`config.mk`:
```
export PLATFORM = sky130hd
export DESIGN_NAME = frac_tick_gen
export DESIGN_NICKNAME = d
export VERILOG_FILES = /design/src/rtl/frac_tick_pkg.sv /design/src/rtl/frac_tick_channel.sv /design/src/rtl/frac_tick_gen.sv
export SDC_FILE = /design/constraint.sdc
export NUM_CORES = 1
export LEC_CHECK = 0
export CAP_MARGIN = 10
export CORE_MARGIN = 10
export CORE_UTILIZATION = 40
export CTS_BUF_LIST = sky130_fd_sc_hd__clkbuf_16
export DETAILED_ROUTE_END_ITERATION = 7
export SYNTH_ARGS = -nofsm -noshare
export SYNTH_HDL_FRONTEND = slang
export SYNTH_SLANG_ARGS = --single-unit
```
`constraint.sdc`:
```
create_clock -name clk_i -period 3.96 [get_ports clk_i]
set_input_delay 0.99 -clock clk_i [delete_from_list [all_inputs] [get_ports clk_i]]
set_output_delay 0.99 -clock clk_i [all_outputs]
set_load 0.05 [all_outputs]
```
`src/rtl/frac_tick_pkg.sv`:
```
`default_nettype none
// ============================================================================
// Module      : frac_tick_pkg
// Description : Shared constants for the fractional tick generator. Holds the
//               reset divisors and the 16x UART oversampling divisor table in
//               the same I.F fixed-point format as cfg_div.
// Revision    : 1.0 - initial release
// ============================================================================
package frac_tick_pkg;

  localparam int CLK_HZ = 100_000_000;
  localparam int INT_W  = 27;
  localparam int FRAC_W = 8;
  localparam int DIV_W  = INT_W + FRAC_W;

  // Reset divisors: ch0 is 16x 9600 Bd, ch1 and the rest are an 8 kHz tick.
  localparam logic [DIV_W-1:0] DIV_CH0_RST     = {27'd651,   8'd11};
  localparam logic [DIV_W-1:0] DIV_CH1_RST     = {27'd12500, 8'd0};
  localparam logic [DIV_W-1:0] DIV_DEFAULT_RST = {27'd12500, 8'd0};

  typedef enum logic [2:0] {
    BAUD_4800   = 3'd0,
    BAUD_9600   = 3'd1,
    BAUD_19200  = 3'd2,
    BAUD_38400  = 3'd3,
    BAUD_57600  = 3'd4,
    BAUD_115200 = 3'd5,
    BAUD_230400 = 3'd6,
    BAUD_460800 = 3'd7
  } baud_sel_e;

  // 16x oversampling divisors for CLK_HZ, integer part above the binary point.
  function automatic logic [DIV_W-1:0] baud_div(input baud_sel_e sel);
    logic [DIV_W-1:0] d;
    case (sel)
      BAUD_4800:   d = {27'd1302, 8'd21};
      BAUD_9600:   d = {27'd651,  8'd11};
      BAUD_19200:  d = {27'd325,  8'd133};
      BAUD_38400:  d = {27'd162,  8'd195};
      BAUD_57600:  d = {27'd108,  8'd130};
      BAUD_115200: d = {27'd54,   8'd64};
      BAUD_230400: d = {27'd27,   8'd32};
      default:     d = {27'd13,   8'd144};
    endcase
    return d;
  endfunction

  function automatic logic [DIV_W-1:0] div_rst(input int ch);
    if (ch == 0) return DIV_CH0_RST;
    if (ch == 1) return DIV_CH1_RST;
    return DIV_DEFAULT_RST;
  endfunction

  // Integer / fractional parts of a channel's reset divisor.
  function automatic int div_int_rst(input int ch);
    logic [DIV_W-1:0] d;
    d = div_rst(ch);
    return int'(d[DIV_W-1:FRAC_W]);
  endfunction

  function automatic int div_frac_rst(input int ch);
    logic [DIV_W-1:0] d;
    d = div_rst(ch);
    return int'(d[FRAC_W-1:0]);
  endfunction

endpackage
`default_nettype wire

```
`src/rtl/frac_tick_channel.sv`:
```
`default_nettype none
// ============================================================================
// Module      : frac_tick_channel
// Description : One fractional tick channel. Counts I or I+1 clocks per
//               period, the extra clock chosen by the carry of a fractional
//               accumulator so the mean period equals I + F/2^FRAC_W.
//               Shadow divisor is promoted at each tick or phase restart.
// Revision    : 1.0 - initial release
// ============================================================================
module frac_tick_channel #(
  parameter int INT_W    = 27,
  parameter int FRAC_W   = 8,
  parameter int RST_INT  = 12500,
  parameter int RST_FRAC = 0
) (
  input  logic                    clk_i,
  input  logic                    rst_ni,
  input  logic                    en_i,
  input  logic                    sync_clr_i,
  input  logic                    wr_i,
  input  logic [INT_W+FRAC_W-1:0] wr_div_i,
  output logic                    tick_o
);

  localparam logic [INT_W-1:0]  INT_RST  = INT_W'(RST_INT);
  localparam logic [FRAC_W-1:0] FRAC_RST = FRAC_W'(RST_FRAC);

  logic [INT_W-1:0]  int_act_q,  int_act_d;
  logic [FRAC_W-1:0] frac_act_q, frac_act_d;
  logic [INT_W-1:0]  int_shd_q,  int_shd_d;
  logic [FRAC_W-1:0] frac_shd_q, frac_shd_d;
  logic [INT_W-1:0]  cnt_q,      cnt_d;
  logic [FRAC_W-1:0] acc_q,      acc_d;
  logic              ext_q,      ext_d;
  logic              tick_q,     tick_d;

  logic [INT_W-1:0]  wr_int_w;
  logic [FRAC_W-1:0] wr_frac_w;
  logic [INT_W-1:0]  last_cnt_w;
  logic              period_end_w;
  logic [FRAC_W:0]   acc_sum_w;

  assign wr_int_w   = wr_div_i[INT_W+FRAC_W-1:FRAC_W];
  assign wr_frac_w  = wr_div_i[FRAC_W-1:0];
  // Period is I_a + ext clocks; the last count is I_a + ext - 1 (I_a >= 2).
  assign last_cnt_w = int_act_q - INT_W'(1) + {{(INT_W-1){1'b0}}, ext_q};
  // ">=" rather than "==": a divisor loaded while paused may already be
  // shorter than the elapsed count, which then ends the period at once.
  assign period_end_w = (cnt_q >= last_cnt_w);
  assign acc_sum_w    = {1'b0, acc_q} + {1'b0, frac_act_q};
  assign tick_o       = tick_q;

  // Next-state: phase restart beats counting; a write in the same cycle is
  // already visible through the shadow next-state.
  always_comb begin
    int_shd_d  = wr_i ? wr_int_w  : int_shd_q;
    frac_shd_d = wr_i ? wr_frac_w : frac_shd_q;
    int_act_d  = int_act_q;
    frac_act_d = frac_act_q;
    cnt_d      = cnt_q;
    acc_d      = acc_q;
    ext_d      = ext_q;
    tick_d     = 1'b0;
    if (sync_clr_i) begin
      cnt_d      = '0;
      acc_d      = '0;
      ext_d      = 1'b0;
      int_act_d  = int_shd_d;
      frac_act_d = frac_shd_d;
    end else if (en_i) begin
      if (period_end_w) begin
        tick_d         = 1'b1;
        cnt_d          = '0;
        {ext_d, acc_d} = acc_sum_w;
        int_act_d      = int_shd_d;
        frac_act_d     = frac_shd_d;
      end else begin
        cnt_d = cnt_q + INT_W'(1);
      end
    end else if (wr_i) begin
      int_act_d  = wr_int_w;
      frac_act_d = wr_frac_w;
    end
  end

  // Channel state registers with asynchronous reset to the default divisor.
  always_ff @(posedge clk_i or negedge rst_ni) begin
    if (!rst_ni) begin
      int_act_q  <= INT_RST;
      frac_act_q <= FRAC_RST;
      int_shd_q  <= INT_RST;
      frac_shd_q <= FRAC_RST;
      cnt_q      <= '0;
      acc_q      <= '0;
      ext_q      <= 1'b0;
      tick_q     <= 1'b0;
    end else begin
      int_act_q  <= int_act_d;
      frac_act_q <= frac_act_d;
      int_shd_q  <= int_shd_d;
      frac_shd_q <= frac_shd_d;
      cnt_q      <= cnt_d;
      acc_q      <= acc_d;
      ext_q      <= ext_d;
      tick_q     <= tick_d;
    end
  end

endmodule
`default_nettype wire

```
`src/rtl/frac_tick_gen.sv`:
```
`default_nettype none
// ============================================================================
// Module      : frac_tick_gen
// Description : Multi-channel fractional tick generator. Decodes and range
//               checks divisor writes, flags rejected writes on cfg_err_o and
//               instantiates one frac_tick_channel per channel.
// Revision    : 1.0 - initial release
// ============================================================================
module frac_tick_gen #(
  parameter int N_CH   = 2,
  parameter int INT_W  = 27,
  parameter int FRAC_W = 8,
  parameter int CH_W   = 3
) (
  input  logic                    clk_i,
  input  logic                    rst_ni,
  input  logic [N_CH-1:0]         en_i,
  input  logic [N_CH-1:0]         sync_clr_i,
  input  logic                    cfg_we_i,
  input  logic [CH_W-1:0]         cfg_ch_i,
  input  logic [INT_W+FRAC_W-1:0] cfg_div_i,
  output logic                    cfg_err_o,
  output logic [N_CH-1:0]         tick_o
);
  import frac_tick_pkg::*;

  localparam int               CHK_W   = CH_W + 1;
  localparam logic [INT_W-1:0] MIN_INT = INT_W'(2);

  logic [INT_W-1:0] cfg_int_w;
  logic             int_ok_w;
  logic             ch_ok_w;
  logic             wr_ok_w;
  logic             err_q, err_d;

  assign cfg_int_w = cfg_div_i[INT_W+FRAC_W-1:FRAC_W];
  assign int_ok_w  = (cfg_int_w >= MIN_INT);
  assign ch_ok_w   = ({1'b0, cfg_ch_i} < CHK_W'(N_CH));
  assign wr_ok_w   = cfg_we_i & int_ok_w & ch_ok_w;
  assign err_d     = cfg_we_i & ~(int_ok_w & ch_ok_w);
  assign cfg_err_o = err_q;

  // Rejected-write flag, registered so it pulses the cycle after the write.
  always_ff @(posedge clk_i or negedge rst_ni) begin
    if (!rst_ni) begin
      err_q <= 1'b0;
    end else begin
      err_q <= err_d;
    end
  end

  for (genvar g = 0; g < N_CH; g++) begin : g_ch
    logic ch_wr_w;
    assign ch_wr_w = wr_ok_w & (cfg_ch_i == CH_W'(g));

    frac_tick_channel #(
      .INT_W   (INT_W),
      .FRAC_W  (FRAC_W),
      .RST_INT (div_int_rst(g)),
      .RST_FRAC(div_frac_rst(g))
    ) u_chan (
      .clk_i     (clk_i),
      .rst_ni    (rst_ni),
      .en_i      (en_i[g]),
      .sync_clr_i(sync_clr_i[g]),
      .wr_i      (ch_wr_w),
      .wr_div_i  (cfg_div_i),
      .tick_o    (tick_o[g])
    );
  end

endmodule
`default_nettype wire
```
==> out/results.txt <==
The total power divided by cell area is 422 nW/µm². Across the VDD grid, the largest voltage drop is 337 µV. Global routing used 18.2% of the available tracks across all layers. The tools report the setup clock skew after layout as 0.0218 ns.

Registers take 5420 µm². The run gives 1275 as the number of instances in the synthesized netlist. The number of global-route vias before repair came out at 10869. In the synthesized netlist the async set-or-reset flop fraction comes to 100%. The mapped netlist covers 12700 µm². Synthesis inferred 215 register bits. The number of enable-type register cells in the synthesized netlist was 0; the data arrival time at the worst-slack endpoint was 4.73 ns. The placer's final routability congestion estimate was 0.826. The synthesized netlist contains 64 unique library cells. The clock passes through at most 3 buffers.

The final route contains 10967 vias. The floorplan has 65 rows. For the initial antenna violation count, the log shows 0.

The final setup violation count was 144. The headroom to the max-slew limit was 52.1%; the starting DRC count in detailed routing was 613. The smallest clock period supported by the final layout is computed as 4.27 ns. Required time at the endpoint of the critical path: 4.42 ns. The worst setup path is of the register to register kind.

The detailed-routing iteration count for the pre-antenna-repair pass was 5. Category of the worst setup path launch point: a register. For the layout filler cell count, the log shows 2680. After detailed routing, the total wire length is 37.8 mm. The highest fanout seen on the critical path works out to 5. In the final layout, the share of cells above drive strength 1 is 31.2%. Leaving out fill and tap cells, the most frequent cells in the layout are dfrtp_1 (187), nand2_1 (116), buf_4 (103). The die covers 39300 µm².

The number of DRC violations after detailed routing was 0. The HPWL after detailed placement is 24.8 mm. The tree built by TritonCTS fans out to 215 sinks. Remaining global-route overflow: 0.

The cell chosen for the clock root was clkbuf_16. The tools report the final worst setup slack as -0.311 ns. TritonCTS built the clock tree. Synthesis produced a netlist with a net count of 1398.

Summed over all cells, the static leakage comes to 0.00711 µW. The run gives 234 MHz as the maximum operating frequency. The height of the die is 198 µm. Clock-pin slew was measured on the worst setup and hold paths at 0.07 ns. Entering global routing, the biggest net connects 86 pins. The final-stage net count is 1571, and the number of buffers added by the clock tree synthesis step is 26.

In this run the cell area measured after placement is 14700 µm². Kind of end point of the critical path: a register. The first global-routing pass estimated 58.4 mm of wire.

Leaving out fill and tap cells, the most frequent cell in the layout is dfrtp_1. The run gives 0 as the final hold violation count. Sequential elements use 42.6% of the synthesized area. The path class of the lowest-slack min-delay path is input port to asynchronous set/reset pin.

Setup repair after global routing could not meet its margin everywhere. Input and output buffers added on the ports amount to 47. The area of the multi-input gates is 7820 µm². The final count of pins violating max slew was 0. The flow ran to the end, but the final reports show violations.

For the count of yosys warnings during synthesis, the log shows 0. For the H-tree depth, the log shows 1. I/O pin count: 48.

Primary flip-flop cell chosen by synthesis mapping: dfrtp_1. Relative to the synthesized area, the layout overhead comes to 35.2%. Starting density of the core: 40.3%. Using the TritonRoute via totals, the vias-per-cell ratio works out to 5.86. The run gives 0 as the number of antenna cells inserted. The core area is 31500 µm². The final reports fail on setup timing.

At the pin with the least slew margin, the transition time is 0.719 ns. Post-route antenna net violation count: 0. After synthesis, the mean cell area works out to 9.96 µm². Max-cap violations in this run came to 0.

For the hold buffer count at cts, the log shows 0. The design draws 7250 µW. Worst-skew pair later-pin latency: 0.54 ns. In the final routed layout, each cell accounts on average for 20.2 µm. Summing all non-filler instances in the final layout gives an area of 17200 µm². The chip width was 198 µm; the part of the cycle the worst path needs was 108%.
[layer usage]
metal / global-route usage [%] / wire length, µm / vias up / part of all wire [%]
met5: 0 / 0 / - / 0
met4: 3.87 / 574 / 0 / 1.5
met3: 2.17 / 1380 / 44 / 3.7
met2: 31.4 / 19100 / 209 / 51
met1: 23.9 / 16700 / 5513 / 44
li1: - / - / 5201 / -
[cell type report]
class,count,share of cell area (%)
inverters,33,0.721
well taps,402,2.93
repair buffers,210,13.4
flip-flops and latches,215,31.5
clock buffers,27,3.94
clock inverters,21,1.94
multi-input cells,962,45.5
[flip-flops by register name, summed over array words and instances (netlist names)]
name,flops
cfg_err_o,1
g_ch.u_chan.acc_q,16
g_ch.u_chan.cnt_q,54
g_ch.u_chan.ext_q,2
g_ch.u_chan.frac_act_q,16
g_ch.u_chan.frac_shd_q,16
g_ch.u_chan.int_act_q,54
g_ch.u_chan.int_shd_q,54
g_ch.u_chan.tick_o,2
[critical path, stage by stage, from the launching register on]
cell,delay (ns)
dfrtp_1,0.37
inv_2,0.07
ha_4,0.14
ha_4,0.12
or3b_4,0.39
nor3_4,0.14
nand2_1,0.10
or4_4,0.48
nor3_4,0.15
xnor2_1,0.09
ha_1,0.30
nand4_1,0.11
or4_4,0.54
nand2b_4,0.16
o31a_1,0.19
a22oi_2,0.25
buf_6,0.16
buf_6,0.12
buf_16,0.13
a2bb2oi_1,0.18
[Yosys cell counts, types with 5 or more instances]
cell type / count / area [µm²]
dfrtp_1: 187 / 4680
nand2_1: 119 / 447
ha_1: 76 / 951
mux2_2: 74 / 833
o22ai_1: 72 / 450
a2bb2oi_1: 70 / 613
nor2_1: 62 / 233
clkbuf_1: 51 / 191
nand3_1: 47 / 235
nor3_1: 39 / 195
xnor2_1: 39 / 342
a21oi_1: 36 / 180
o211ai_1: 36 / 270
inv_1: 32 / 120
nor4_1: 30 / 188
o21ai_0: 29 / 145
dfstp_2: 28 / 736
nand4_1: 25 / 156
and3_1: 19 / 119
nand2b_1: 17 / 106
xor2_1: 17 / 149
a31oi_1: 15 / 93.8
or4_1: 13 / 97.6
a211oi_1: 12 / 90.1
mux2i_1: 11 / 110
nor3b_1: 11 / 82.6
nor2b_1: 9 / 56.3
and4_1: 8 / 70.1
buf_2: 8 / 40.0
or3_1: 8 / 50.1
o21a_1: 6 / 45.0
o311ai_0: 6 / 52.6
o31a_1: 6 / 52.6
buf_1: 5 / 18.8
[what timing repair did]
item / in CTS / in global routing
cloned: 7 / 12
resized for setup: 96 / 69
pin swaps: 31 / 19
setup buffers: 22 / 8
setup endpoints to repair: 143 / 144
[cells by family after synthesis]
family / Yosys count / synth area share [%]
xor gates and xnor gates: 56 / 3.86
DFF: 215 / 42.6
adders and majority gates: 78 / 7.80
buffers and inverters: 99 / 3.06
muxes: 85 / 7.43
AOI/OAI and AO/OA: 316 / 17.7
and+or+nand+nor: 426 / 17.5
[final timing paths]
path                                              start                            to  slack, ns  cells past startpoint
setup / recovery                   g_ch[0].u_chan.ext_q  g_ch[0].u_chan.int_act_q[21]      -0.31                     19
hold / removal                                   rst_ni      g_ch[1].u_chan.cnt_q[23]       0.45                      1
setup reg to reg                   g_ch[0].u_chan.ext_q  g_ch[0].u_chan.int_act_q[21]      -0.31                     19
hold reg to reg            g_ch[1].u_chan.int_shd_q[26]  g_ch[1].u_chan.int_shd_q[26]       0.50                      1
max in group asynchronous                        rst_ni   g_ch[0].u_chan.int_act_q[0]       2.61                      2
min in group clk_i         g_ch[1].u_chan.int_shd_q[26]  g_ch[1].u_chan.int_shd_q[26]       0.50                      1
[through the flow]
step / TNS (ns) / hold slack (ns) / setup WS, ns / instances / util [%]
CTS: -21.45 / 0.473 / -0.249 / 1850 / 52.3
finish: -27.13 / 0.448 / -0.311 / 1870 / 54.5
global route: -56.87 / 0.484 / -0.522 / 1870 / 54.5
global placement: -24.48 / 0.479 / -0.316 / 1774 / 46.6
detailed placement: -30.82 / 0.483 / -0.345 / 1774 / 46.6
floorplan: -16.40 / 0.457 / -0.256 / 1275 / -
[where the power goes]
| part | switching, µW | leakage [µW] | internal (µW) |
|---|---|---|---|
| combinational | 732 | 0.00397 | 886 |
| sequential | 261 | 0.00265 | 2560 |
| clock | 1030 | 0.000481 | 1770 |
No activity file was read; power rests on OpenSTA's default activity.
